$ cat config.mk
export PLATFORM = sky130hd
export DESIGN_NAME = event_injector
export DESIGN_NICKNAME = d
export VERILOG_FILES = /design/src/rtl/event_injector_pkg.sv /design/src/rtl/event_fifo.sv /design/src/rtl/event_injector.sv
export SDC_FILE = /design/constraint.sdc
export NUM_CORES = 1
export LEC_CHECK = 0
export BUFFER_PORTS_ARGS = -buffer_cell sky130_fd_sc_hd__buf_4
export CAP_MARGIN = 20
export CORE_ASPECT_RATIO = 2
export CORE_MARGIN = 4
export CORE_UTILIZATION = 43
export CTS_CLUSTER_DIAMETER = 120
export DETAILED_ROUTE_END_ITERATION = 8
export GPL_ROUTABILITY_DRIVEN = 1
export GPL_TIMING_DRIVEN = 1
export PLACE_DENSITY = 0.7
export SYNTH_ARGS = -nofsm -noshare
export SYNTH_HDL_FRONTEND = slang
export SYNTH_SLANG_ARGS = --single-unit
$ cat constraint.sdc
create_clock -name clk -period 11.2 [get_ports clk]
set_input_delay 2.24 -clock clk [delete_from_list [all_inputs] [get_ports clk]]
set_output_delay 2.24 -clock clk [all_outputs]
set_load 0.005 [all_outputs]
$ cat src/rtl/event_injector_pkg.sv
// rtl/event_injector_pkg.sv - shared types and constants for the event injector
package event_injector_pkg;

  localparam int LATE_CNT_W = 8;
  localparam int EV_TS_W    = 32;
  localparam int EV_DATA_W  = 64;

  typedef enum logic [1:0] {
    IDLE = 2'd0,
    WAIT = 2'd1,
    FIRE = 2'd2,
    GAP  = 2'd3
  } inj_state_t;

  typedef struct packed {
    logic        [EV_TS_W-1:0]   ts;
    logic signed [EV_DATA_W-1:0] data;
  } event_t;

endpackage

$ cat src/rtl/event_fifo.sv
// rtl/event_fifo.sv - single-clock FIFO with a head view that needs no pop
module event_fifo #(
  parameter int WIDTH = 96,
  parameter int DEPTH = 8
) (
  input  logic             clk,
  input  logic             rst,
  input  logic             push,
  input  logic [WIDTH-1:0] push_data,
  input  logic             pop,
  output logic [WIDTH-1:0] head,
  output logic             full,
  output logic             empty
);

  localparam int AW = $clog2(DEPTH);
  localparam logic [AW:0] FULL_CNT = (AW+1)'(DEPTH);

  logic [WIDTH-1:0] mem [DEPTH];
  logic [AW-1:0]    wr_ptr;
  logic [AW-1:0]    rd_ptr;
  logic [AW:0]      count;
  logic             do_push;
  logic             do_pop;

  assign do_push = push && !full;
  assign do_pop  = pop && !empty;

  // storage array; contents are only meaningful below the occupancy count
  always_ff @(posedge clk) begin
    if (do_push) mem[wr_ptr] <= push_data;
  end

  // pointers and occupancy; full only drops the cycle after a pop
  always_ff @(posedge clk or negedge rst) begin
    if (!rst) begin
      wr_ptr <= '0;
      rd_ptr <= '0;
      count  <= '0;
    end else begin
      if (do_push) wr_ptr <= wr_ptr + AW'(1);
      if (do_pop)  rd_ptr <= rd_ptr + AW'(1);
      case ({do_push, do_pop})
        2'b10:   count <= count + (AW+1)'(1);
        2'b01:   count <= count - (AW+1)'(1);
        default: count <= count;
      endcase
    end
  end

  assign head  = mem[rd_ptr];
  assign full  = (count == FULL_CNT);
  assign empty = (count == '0);

endmodule

$ cat src/rtl/event_injector.sv
// rtl/event_injector.sv - replays timestamped events as monitor strobes; EVENT_INJECTOR_TRACE_EN adds fire_cnt/last_fire_ts
module event_injector
  import event_injector_pkg::*;
#(
  parameter int DATA_W  = EV_DATA_W,
  parameter int TS_W    = EV_TS_W,
  parameter int DEPTH   = 8,
  parameter int MIN_GAP = 2
) (
  input  logic                     clk,
  input  logic                     rst,
  input  logic                     en,
  input  logic                     start,
  input  logic                     s_valid,
  output logic                     s_ready,
  input  logic [TS_W-1:0]          s_ts,
  input  logic signed [DATA_W-1:0] s_data,
  output logic signed [DATA_W-1:0] input_0,
  output logic                     new_input_0,
  output logic [TS_W-1:0]          time_now,
  output logic [LATE_CNT_W-1:0]    late_cnt,
  output logic                     order_err,
  output logic                     idle
`ifdef EVENT_INJECTOR_TRACE_EN
  ,
  output logic [31:0]              fire_cnt,
  output logic [TS_W-1:0]          last_fire_ts
`endif
);

  localparam int EV_W = TS_W + DATA_W;
  localparam int GW   = $clog2(MIN_GAP);
  localparam logic [GW-1:0] GAP_LAST = GW'(MIN_GAP - 2);

  inj_state_t        state;
  inj_state_t        next_state;
  logic [GW-1:0]     gap_cnt;
  logic              alive;
  logic [TS_W-1:0]   last_ts;
  logic              strobe_q;
  logic [EV_W-1:0]   head;
  logic [TS_W-1:0]   head_ts;
  logic [DATA_W-1:0] head_data;
  logic              full;
  logic              empty;
  logic              due;
  logic              fire;
  logic              accept;
  logic              order_ok;

  assign s_ready  = en && alive && !full;
  assign accept   = s_valid && s_ready;
  assign order_ok = (s_ts >= last_ts);

  event_fifo #(
    .WIDTH (EV_W),
    .DEPTH (DEPTH)
  ) u_fifo (
    .clk       (clk),
    .rst       (rst),
    .push      (accept && order_ok),
    .push_data ({s_ts, s_data}),
    .pop       (en && fire),
    .head      (head),
    .full      (full),
    .empty     (empty)
  );

  assign head_ts   = head[EV_W-1 -: TS_W];
  assign head_data = head[DATA_W-1:0];
  assign due       = !empty && (time_now >= head_ts);

  // next-state and fire decision; the last GAP cycle may fire directly
  always_comb begin
    next_state = state;
    fire       = 1'b0;
    case (state)
      IDLE: if (start) next_state = WAIT;
      WAIT: begin
        if (due) begin
          fire       = 1'b1;
          next_state = FIRE;
        end
      end
      FIRE: next_state = GAP;
      GAP: begin
        if (gap_cnt == GAP_LAST) begin
          if (due) begin
            fire       = 1'b1;
            next_state = FIRE;
          end else begin
            next_state = WAIT;
          end
        end
      end
      default: next_state = IDLE;
    endcase
  end

  // state register and gap length counter
  always_ff @(posedge clk or negedge rst) begin
    if (!rst) begin
      state   <= IDLE;
      gap_cnt <= '0;
    end else if (en) begin
      state   <= next_state;
      gap_cnt <= (state == GAP && next_state == GAP) ? gap_cnt + GW'(1) : '0;
    end
  end

  // time counter runs once started and sticks at all-ones
  always_ff @(posedge clk or negedge rst) begin
    if (!rst) begin
      time_now <= '0;
    end else if (en && state != IDLE && time_now != '1) begin
      time_now <= time_now + TS_W'(1);
    end
  end

  // push-side bookkeeping: ready release, monotonic timestamp guard
  always_ff @(posedge clk or negedge rst) begin
    if (!rst) begin
      alive     <= 1'b0;
      last_ts   <= '0;
      order_err <= 1'b0;
    end else if (en) begin
      alive <= 1'b1;
      if (accept && order_ok)  last_ts   <= s_ts;
      if (accept && !order_ok) order_err <= 1'b1;
    end
  end

  // monitor-facing registers, loaded one cycle after the compare
  always_ff @(posedge clk or negedge rst) begin
    if (!rst) begin
      strobe_q <= 1'b0;
      input_0  <= '0;
      late_cnt <= '0;
    end else if (en) begin
      strobe_q <= fire;
      input_0  <= fire ? head_data : '0;
      if (fire && time_now > head_ts && late_cnt != '1) late_cnt <= late_cnt + LATE_CNT_W'(1);
    end
  end

  assign new_input_0 = strobe_q && en;
  assign idle        = empty && (state == IDLE || state == WAIT);

`ifdef EVENT_INJECTOR_TRACE_EN
  // strobe count and time of the latest strobe
  always_ff @(posedge clk or negedge rst) begin
    if (!rst) begin
      fire_cnt     <= '0;
      last_fire_ts <= '0;
    end else if (en && state == FIRE) begin
      fire_cnt     <= fire_cnt + 32'd1;
      last_fire_ts <= time_now;
    end
  end
`endif

endmodule

==> results.sh, run 1 <==
export IMPL_status="completed"
export IMPL_ant_nets=0
export IMPL_power_density_mw_per_mm2=202
export IMPL_number_of_global_route_vias_before_repair=19300
export IMPL_total_power_uw=8480
export IMPL_dpl_cell_area_mm2=0.0392
export IMPL_postSynthNetCount=2007
export IMPL_dpl_worst_slack_ps=4860
export IMPL_type_of_element_launching_the_critical_path="register"
export IMPL_setup_total_negative_slack_ps=0
export IMPL_vias_per_cell=5.61
export IMPL_path_class="reg -> reg"
export IMPL_post_cts_resized_instances=0
export IMPL_globalRouteTotalUtil_pct=18.6
export IMPL_first_iter_violations=1631
export IMPL_initial_utilization_pct=43.3
export IMPL_cts_hold_fix_buffers=0
export IMPL_reg2reg_setup_slack_ps=4940
export IMPL_place_hpwl_mm=50.9
export IMPL_share_of_cells_above_drive_strength_1_pct=28.8
export IMPL_critPathCaptureType="register"
export IMPL_num_nets_final=2259
export IMPL_synth_sequential_area_ratio_pct=74.0
export IMPL_tritoncts_clock_tree="done"
export IMPL_fp_coreArea_mm2=0.0837
export IMPL_timing_final_setup_violations=0
export IMPL_max_clock_freq_mhz=160
export IMPL_whs_path_depth=1
export IMPL_final_util_pct=50.2
export IMPL_grt_start_max_net_pins=88
export IMPL_n_fill_cell=6707
export IMPL_post_cts_setup_buffer_count=0
export IMPL_die_height_um=419
export IMPL_r2r_worst_path_cells=17
export IMPL_io_pins=209
export IMPL_cts_max_level=3
export IMPL_synth_area_mm2=0.0363
export IMPL_chipWidth_um=213
export IMPL_cp_common_cell="ha_1"
export IMPL_grt_pass1_wl_mm=124
export IMPL_cp_data_required_time_ps=11710
export IMPL_grt_setup_unrepaired="no"
export IMPL_timing_critical_path_buf_inv=2
export IMPL_hold_path_end="alive$_DFFE_PN0P_"
export IMPL_clock_sink_count=920
export IMPL_timing_hold_worst_start="alive$_DFFE_PN0P_"
export IMPL_synth_lib_cells_used_distinct=53
export IMPL_timing_rr_start="u_fifo.rd_ptr[0]$_DFFE_PN0P_"
export IMPL_finalInstanceArea_mm2=0.0420
export IMPL_timing_final_hold_violations=0
export IMPL_syn_mean_instance_area_um2=19.8
export IMPL_via_count=18100
export IMPL_critical_path_reg2reg_endpoint="u_fifo.count[3]$_DFFE_PN0P_"
export IMPL_area_growth_synth_to_final_pct=15.7
export IMPL_drc=0
export IMPL_max_slew_margin_pct=26.6
export IMPL_antenna_violations_before_repair=8
export IMPL_yosys_warnings=0
export IMPL_critical_path_top_delay_cell="dfrtp_4"
export IMPL_timing_critical_path_cells="buf_4 -> mux4_2 -> mux2i_1 -> ha_1 -> nand4_1 -> nor4_1 -> a21boi_1 -> o41a_1 -> o31ai_4 -> inv_2 -> ha_1 -> ha_1 -> a21o_1 -> a21oi_1 -> xnor2_1 -> nor2_1 -> xor2_1"
export IMPL_finalWorstSetupSlack_ps=4940
export IMPL_finalClockSkew_ps=27.9
export IMPL_fp_dieArea_mm2=0.0894
export IMPL_cap_violations=0
export IMPL_final_max_slew_viol_count=0
export IMPL_clk_latency_worst_skew_pair_ps=640
export IMPL_synth_ff_latch_count=920
export IMPL_detailedRoute_firstPassIterationCount=5
export IMPL_ctsRootBufferMaster="clkbuf_16"
export IMPL_prevailing_post_synth_register_cell="edfxtp_1"
export IMPL_async_reset_ff_share_pct=16.5
export IMPL_critical_path_arrival_ps=6770
export IMPL_cp_max_fo=43
export IMPL_gr_total_overflow=0
export IMPL_clock_tree_buffer_depth=3
export IMPL_timing_critical_path_slowest_cell_delay_ps=920
export IMPL_seqCellArea_mm2=0.0269
export IMPL_tightestPinTransition_ps=1100
export IMPL_routedWlPerCell_um=25.7
export IMPL_row_count=150
export IMPL_cts_buffers_inserted=82
export IMPL_multiInputGateArea_mm2=0.00871
export IMPL_synth_enable_flop_cells=768
export IMPL_hp_class="reg -> reg"
export IMPL_timing_critical_path_max_delay_family="compound AO/OA/AOI/OAI gates"
export IMPL_wl_mm=83.0
export IMPL_p_leak_uw=0.0144
export IMPL_final_min_clock_period_ps=6260
export IMPL_portBuffers=208
export IMPL_period_share_pct=55.9
export IMPL_synthCells=1834
export IMPL_clk_pin_slew_ps=60
export IMPL_ir_drop_mv=0.143
export IMPL_gp_congestion=0.828
[metrics by stage]
step / hold WS (ps) / cells
final: 466 / 3222
after global routing: 497 / 3219
after CTS: 471 / 3217
after detailed placement: 455 / 3065
after global placement: 450 / 3063
after floorplan: 437 / 1834
[worst reg2reg max path, delay by kind of cell, from the launching register on]
family          cells  cell delay, ps
compound gates      5            1340
buf+inv             2             920
flops               1             920
simple gates        3            1140
mux                 2             890
xor+xnor            2             300
fa+ha+maj           3             650
[sequential cells by signal (all words and copies together), names as in the netlist]
register       count
order_err          1
gap_cnt            1
input_0           64
last_ts           32
time_now          32
u_fifo.wr_ptr      3
state              2
late_cnt           8
alive              1
u_fifo.rd_ptr      3
u_fifo.count       4
u_fifo.mem       768
strobe_q           1
[layout make-up]
cell class,count,share of cell area [%]
Tap cell,1064,3.17
Clock buffer,112,5.55
Clock inverter,40,0.971
Sequential cell,920,64.0
Timing Repair Buffer,245,4.53
Multi-Input combinational cell,723,20.7
Antenna cell,4,0.0238
Inverter,114,1.02
[layout by cell type (no fill, tap or decap), types with 7 or more instances in the layout]
master,n
edfxtp_1,768
buf_4,241
mux4_2,192
dfrtp_1,149
inv_1,113
mux2i_1,95
clkbuf_16,87
ha_1,71
o22ai_1,64
nand2_1,38
mux2_2,37
xnor2_1,34
nand4_1,27
a21oi_1,25
nor2_1,19
clkbuf_1,19
nand3_1,18
clkinv_2,17
o21ai_0,14
xor2_1,12
nor3_1,11
clkinv_1,9
bufinv_16,8
a21o_1,7
[metal layers]
metal	part of all wire [%]	track usage [%]
met1	37	22.2
met2	55	34.1
met3	5.2	3.28
met4	2.6	5.45
met5	0.036	0
[cells in the mapped netlist (5+ instances only)]
| cell | count | area share, % |
|---|---|---|
| mux2_2 | 37 | 1.1 |
| buf_1 | 9 | 0.093 |
| and4_1 | 5 | 0.12 |
| nand4_1 | 27 | 0.47 |
| edfxtp_1 | 768 | 64 |
| dfrtp_1 | 152 | 10 |
| nand2_1 | 38 | 0.39 |
| and3_1 | 5 | 0.086 |
| ha_1 | 71 | 2.4 |
| nor3_1 | 14 | 0.19 |
| nor4_1 | 7 | 0.12 |
| a21o_1 | 7 | 0.14 |
| nand3_1 | 18 | 0.25 |
| mux4_2 | 192 | 12 |
| inv_1 | 113 | 1.2 |
| o22ai_1 | 64 | 1.1 |
| xor2_1 | 12 | 0.29 |
| a21oi_1 | 25 | 0.34 |
| mux2i_1 | 95 | 2.6 |
| o21ai_0 | 14 | 0.19 |
| buf_2 | 25 | 0.34 |
| o211ai_1 | 5 | 0.10 |
| clkbuf_1 | 38 | 0.39 |
| nor2_1 | 19 | 0.20 |
| xnor2_1 | 34 | 0.82 |
[power by group]
part	switching [µW]	internal (µW)
registers	154	3950
clock network	1220	1650
logic	756	755
total	2130	6350
[how the worst max path moves through the flow]
stage,cells after the start,from,endpoint,slack (ps)
floorplan,9,s_ts[19],u_fifo.mem[4][0]$_DFFE_PP_,-2200
global placement,15,s_ts[7],u_fifo.count[3]$_DFFE_PN0P_,4910
detailed placement,15,s_ts[7],u_fifo.count[3]$_DFFE_PN0P_,4860
CTS,17,u_fifo.rd_ptr[0]$_DFFE_PN0P_,u_fifo.count[3]$_DFFE_PN0P_,4930
global route,18,u_fifo.rd_ptr[0]$_DFFE_PN0P_,u_fifo.count[3]$_DFFE_PN0P_,4660
finish,17,u_fifo.rd_ptr[0]$_DFFE_PN0P_,u_fifo.count[3]$_DFFE_PN0P_,4940
[kinds of logic (layout without fill, tap and decap cells)]
family | Yosys count | in the layout | synth area share [%]
AOI/OAI and AO/OA | 134 | 134 | 2.39
buffers and inverters | 191 | 511 | 2.14
xor gates and xnor gates | 46 | 46 | 1.11
DFF | 920 | 920 | 74.0
other | 0 | 4 | 0
and+or+nand+nor | 147 | 147 | 2.13
muxes | 324 | 324 | 15.7
adders and majority gates | 72 | 72 | 2.50
No activity file was read; power rests on OpenSTA's default activity.
==> run 2: changes to the inputs <==
- ABC_AREA: unset -> 1
- PLACE_DENSITY: 0.7 -> 0.68
- clock period: 11.2 -> 6.1 ns (I/O delays scaled with it)
==> results.sh, run 2 <==
export IMPL_largest_registers="u_fifo.mem: 768 flops, input_0: 64 flops"
export IMPL_seqCellArea_mm2=0.0269
export IMPL_mostFrequentLayoutCell="edfxtp_1"
export IMPL_timing_critical_path_slowest_cell_delay_ps=680
export IMPL_netlist_top_cell_by_area="edfxtp_1"
export IMPL_grt_pass1_wl_mm=144
export IMPL_first_iter_violations=2107
export IMPL_finalWorstSetupSlack_ps=1070
export IMPL_critical_path_endpoint="u_fifo.count[3]$_DFFE_PN0P_"
export IMPL_yosys_area_top_type_share_pct=62.0
export IMPL_sequentialPowerShare_pct=43.0
export IMPL_crit_path_start="u_fifo.rd_ptr[0]$_DFFE_PN0P_"
export IMPL_ant_nets=0
export IMPL_postSynthNetCount=3076
export IMPL_wl_mm=95.5
export IMPL_cp_max_fo=131
export IMPL_synthSimpleGateAreaFrac_pct=9.53
export IMPL_num_nets_final=3234
export IMPL_clock_tree_buffer_depth=3
export IMPL_post_cts_resized_instances=0
export IMPL_ctsRootBufferMaster="clkbuf_16"
export IMPL_critical_path_reg2reg_endpoint="u_fifo.count[3]$_DFFE_PN0P_"
export IMPL_cap_violations=0
export IMPL_largest_family_of_logic_cells_by_synthesized_area="compound AO/OA/AOI/OAI gates"
export IMPL_timing_rr_start="u_fifo.rd_ptr[0]$_DFFE_PN0P_"
export IMPL_critical_path_depth=23
export IMPL_critPathCaptureType="register"
export IMPL_n_fill_cell=7286
export IMPL_ir_drop_mv=0.358
export IMPL_sw_frac_of_total_pct=34.0
export IMPL_globalRouteTotalUtil_pct=20.5
export IMPL_synthAdderAreaFrac_pct=2.44
export IMPL_share_comb_of_total_power_pct=28.1
export IMPL_drc=0
export IMPL_critical_path_top_delay_cell="dfrtp_4"
export IMPL_period_share_pct=82.5
export IMPL_power_density_mw_per_mm2=419
export IMPL_p_leak_uw=0.0153
export IMPL_synth_compound_area_share_pct=11.8
export IMPL_gp_congestion=0.830
export IMPL_synth_sequential_area_ratio_pct=72.3
export IMPL_power_switching_uw=6100
export IMPL_clock_power_share_pct=29.0
export IMPL_dpl_worst_slack_ps=1150
export IMPL_fp_coreArea_mm2=0.0858
export IMPL_gr_total_overflow=0
export IMPL_routedWlPerCell_um=22.3
export IMPL_synth_lib_cells_used_distinct=45
export IMPL_cp_data_required_time_ps=6650
export IMPL_clk_pin_slew_ps=60
export IMPL_chipWidth_um=216
export IMPL_timing_final_hold_violations=0
export IMPL_grt_start_max_net_pins=193
export IMPL_prevailing_post_synth_register_cell="edfxtp_1"
export IMPL_tritoncts_clock_tree="done"
export IMPL_cts_hold_fix_buffers=0
export IMPL_detailedRoute_firstPassIterationCount=5
export IMPL_initial_utilization_pct=43.3
export IMPL_synth_commonest_cells="edfxtp_1 (768), o21ai_0 (449), nor2_1 (442), nand2_1 (296), dfrtp_1 (152)"
export IMPL_fp_dieArea_mm2=0.0915
export IMPL_async_reset_ff_share_pct=16.5
export IMPL_portBuffers=208
export IMPL_synth_enable_flop_cells=768
export IMPL_r2r_worst_path_cells=23
export IMPL_cts_max_level=3
export IMPL_yosys_warnings=0
export IMPL_synth_xor_area_share_pct=1.01
export IMPL_multiInputGateArea_mm2=0.00927
export IMPL_synth_ff_latch_count=920
export IMPL_post_cts_setup_buffer_count=0
export IMPL_cts_buffers_inserted=80
export IMPL_timing_critical_path_max_delay_family="simple AND/OR/NAND/NOR gates"
export IMPL_clk_latency_worst_skew_pair_ps=670
export IMPL_post_synth_top_count_cell="edfxtp_1"
export IMPL_reg2reg_setup_slack_ps=1070
export IMPL_antenna_violations_before_repair=9
export IMPL_hp_class="reg -> reg"
export IMPL_largest_reg_flops=768
export IMPL_max_clock_freq_mhz=199
export IMPL_type_of_element_launching_the_critical_path="register"
export IMPL_vias_per_cell=5.56
export IMPL_critical_path_arrival_ps=5580
export IMPL_timing_critical_path_cells="inv_8 -> o21ai_0 -> o221ai_1 -> o21ai_0 -> ha_1 -> nand2_1 -> nor2_2 -> nand3_1 -> nor2_1 -> nand2_1 -> nand3_4 -> nand3_1 -> nor2_1 -> buf_4 -> ha_1 -> ha_1 -> nand2_1 -> nor2_1 -> a211oi_1 -> nor2_1 -> nor2_1 -> nand2_1 -> xor2_1"
export IMPL_timing_critical_path_buf_inv=2
export IMPL_grt_setup_unrepaired="no"
export IMPL_syn_mean_instance_area_um2=12.8
export IMPL_registers_top_by_ff_count="u_fifo.mem"
export IMPL_place_hpwl_mm=55.2
export IMPL_finalClockSkew_ps=22.5
export IMPL_area_growth_synth_to_final_pct=15.0
export IMPL_io_pins=209
export IMPL_status="completed"
export IMPL_number_of_global_route_vias_before_repair=24200
export IMPL_path_class="reg -> reg"
export IMPL_final_max_slew_viol_count=0
export IMPL_timing_final_setup_violations=0
export IMPL_layout_cells_most_common_list="edfxtp_1 (768), o21ai_0 (449), nor2_1 (434), nand2_1 (296), buf_4 (235)"
export IMPL_synth_mux_area_share_pct=0
export IMPL_intPower_uw=11800
export IMPL_synth_area_mm2=0.0372
export IMPL_finalHoldWorstSlack_ps=469
export IMPL_max_slew_margin_pct=27.4
export IMPL_synthCells=2903
export IMPL_tightestPinTransition_ps=1090
export IMPL_via_count=23800
export IMPL_final_min_clock_period_ps=5030
export IMPL_synth_area_top_cells="edfxtp_1 (62%), dfrtp_1 (10%), o21ai_0 (6.0%), nor2_1 (4.5%), o221ai_1 (3.4%)"
export IMPL_share_of_cells_above_drive_strength_1_pct=13.6
export IMPL_cp_common_cell="nor2_1"
export IMPL_die_height_um=424
export IMPL_total_power_uw=17900
export IMPL_row_count=152
export IMPL_clock_sink_count=920
-- run 2: changes by cell type in the layout (fill, tap and decap cells not counted), sizes merged, moves of 22 or more --
cell / before / now
o21ai: 16 / 511
nor2: 19 / 451
nand2: 38 / 302
mux4: 192 / 0
o221ai: 0 / 146
mux2i: 95 / 0
nand3: 18 / 70
mux2: 37 / 0
inv: 116 / 88
xnor2: 34 / 12
-- run 2: stage by stage --
stage                     utilization, %  instance area [µm²]  cells  setup TNS [ps]
after CTS                           49.8                42700   4283               0
after floorplan                        -                37200   2903         -175650
after detailed placement            46.6                40000   4134               0
final                               49.8                42700   4290               0
after global placement              46.6                40000   4134               0
after global routing                49.8                42700   4286               0
-- run 2: worst min-delay path by stage --
stage	start	to	slack, ps	cells past startpoint
2_1_floorplan	alive$_DFFE_PN0P_	alive$_DFFE_PN0P_	430	2
3_3_place_gp	last_ts[24]$_DFFE_PN0P_	last_ts[24]$_DFFE_PN0P_	450	2
3_5_place_dp	last_ts[11]$_DFFE_PN0P_	last_ts[11]$_DFFE_PN0P_	460	2
4_1_cts	last_ts[26]$_DFFE_PN0P_	last_ts[26]$_DFFE_PN0P_	470	2
5_1_grt	last_ts[10]$_DFFE_PN0P_	last_ts[10]$_DFFE_PN0P_	490	2
6_report	last_ts[15]$_DFFE_PN0P_	last_ts[15]$_DFFE_PN0P_	470	2
-- run 2: kinds of logic after synthesis --
| family | count (synthesis) |
|---|---|
| and+or+nand+nor | 860 |
| AOI/OAI and AO/OA | 748 |
| DFF | 920 |
| adders and majority gates | 72 |
| buffers and inverters | 260 |
| xor gates and xnor gates | 43 |
-- run 2: layout make-up --
cell class	count	area share (%)
Sequential cell	920	62.9
Multi-Input combinational cell	1723	21.7
Clock buffer	111	5.29
Timing Repair Buffer	251	4.86
Tap cell	1155	3.38
Clock inverter	38	1.05
Inverter	85	0.779
Antenna cell	7	0.0410
-- run 2: per-layer routing --
metal / routed length, µm / GRT usage, % / vias to the layer above / part of all wire [%]
li1: - / - / 11000 / -
met1: 36900 / 24.1 / 12000 / 39
met2: 50300 / 37.4 / 717 / 53
met3: 5140 / 3.13 / 146 / 5.4
met4: 3100 / 8.25 / 2 / 3.2
met5: 18 / 0 / - / 0.019
-- run 2: worst min-delay path, cell delays in order (launching register included) --
cell and delay (ps):
dfrtp_1 340, nand2_1 50, nand2_1 50
-- run 2: power groups by stage --
stage / logic, µW / registers (µW) / clock network, µW
after floorplan: 3490 / 7630 / 0
after global placement: 4930 / 7820 / 0
after detailed placement: 5060 / 7830 / 0
after CTS: 5080 / 7700 / 5300
after global routing: 5640 / 7750 / 5570
final: 5030 / 7700 / 5190
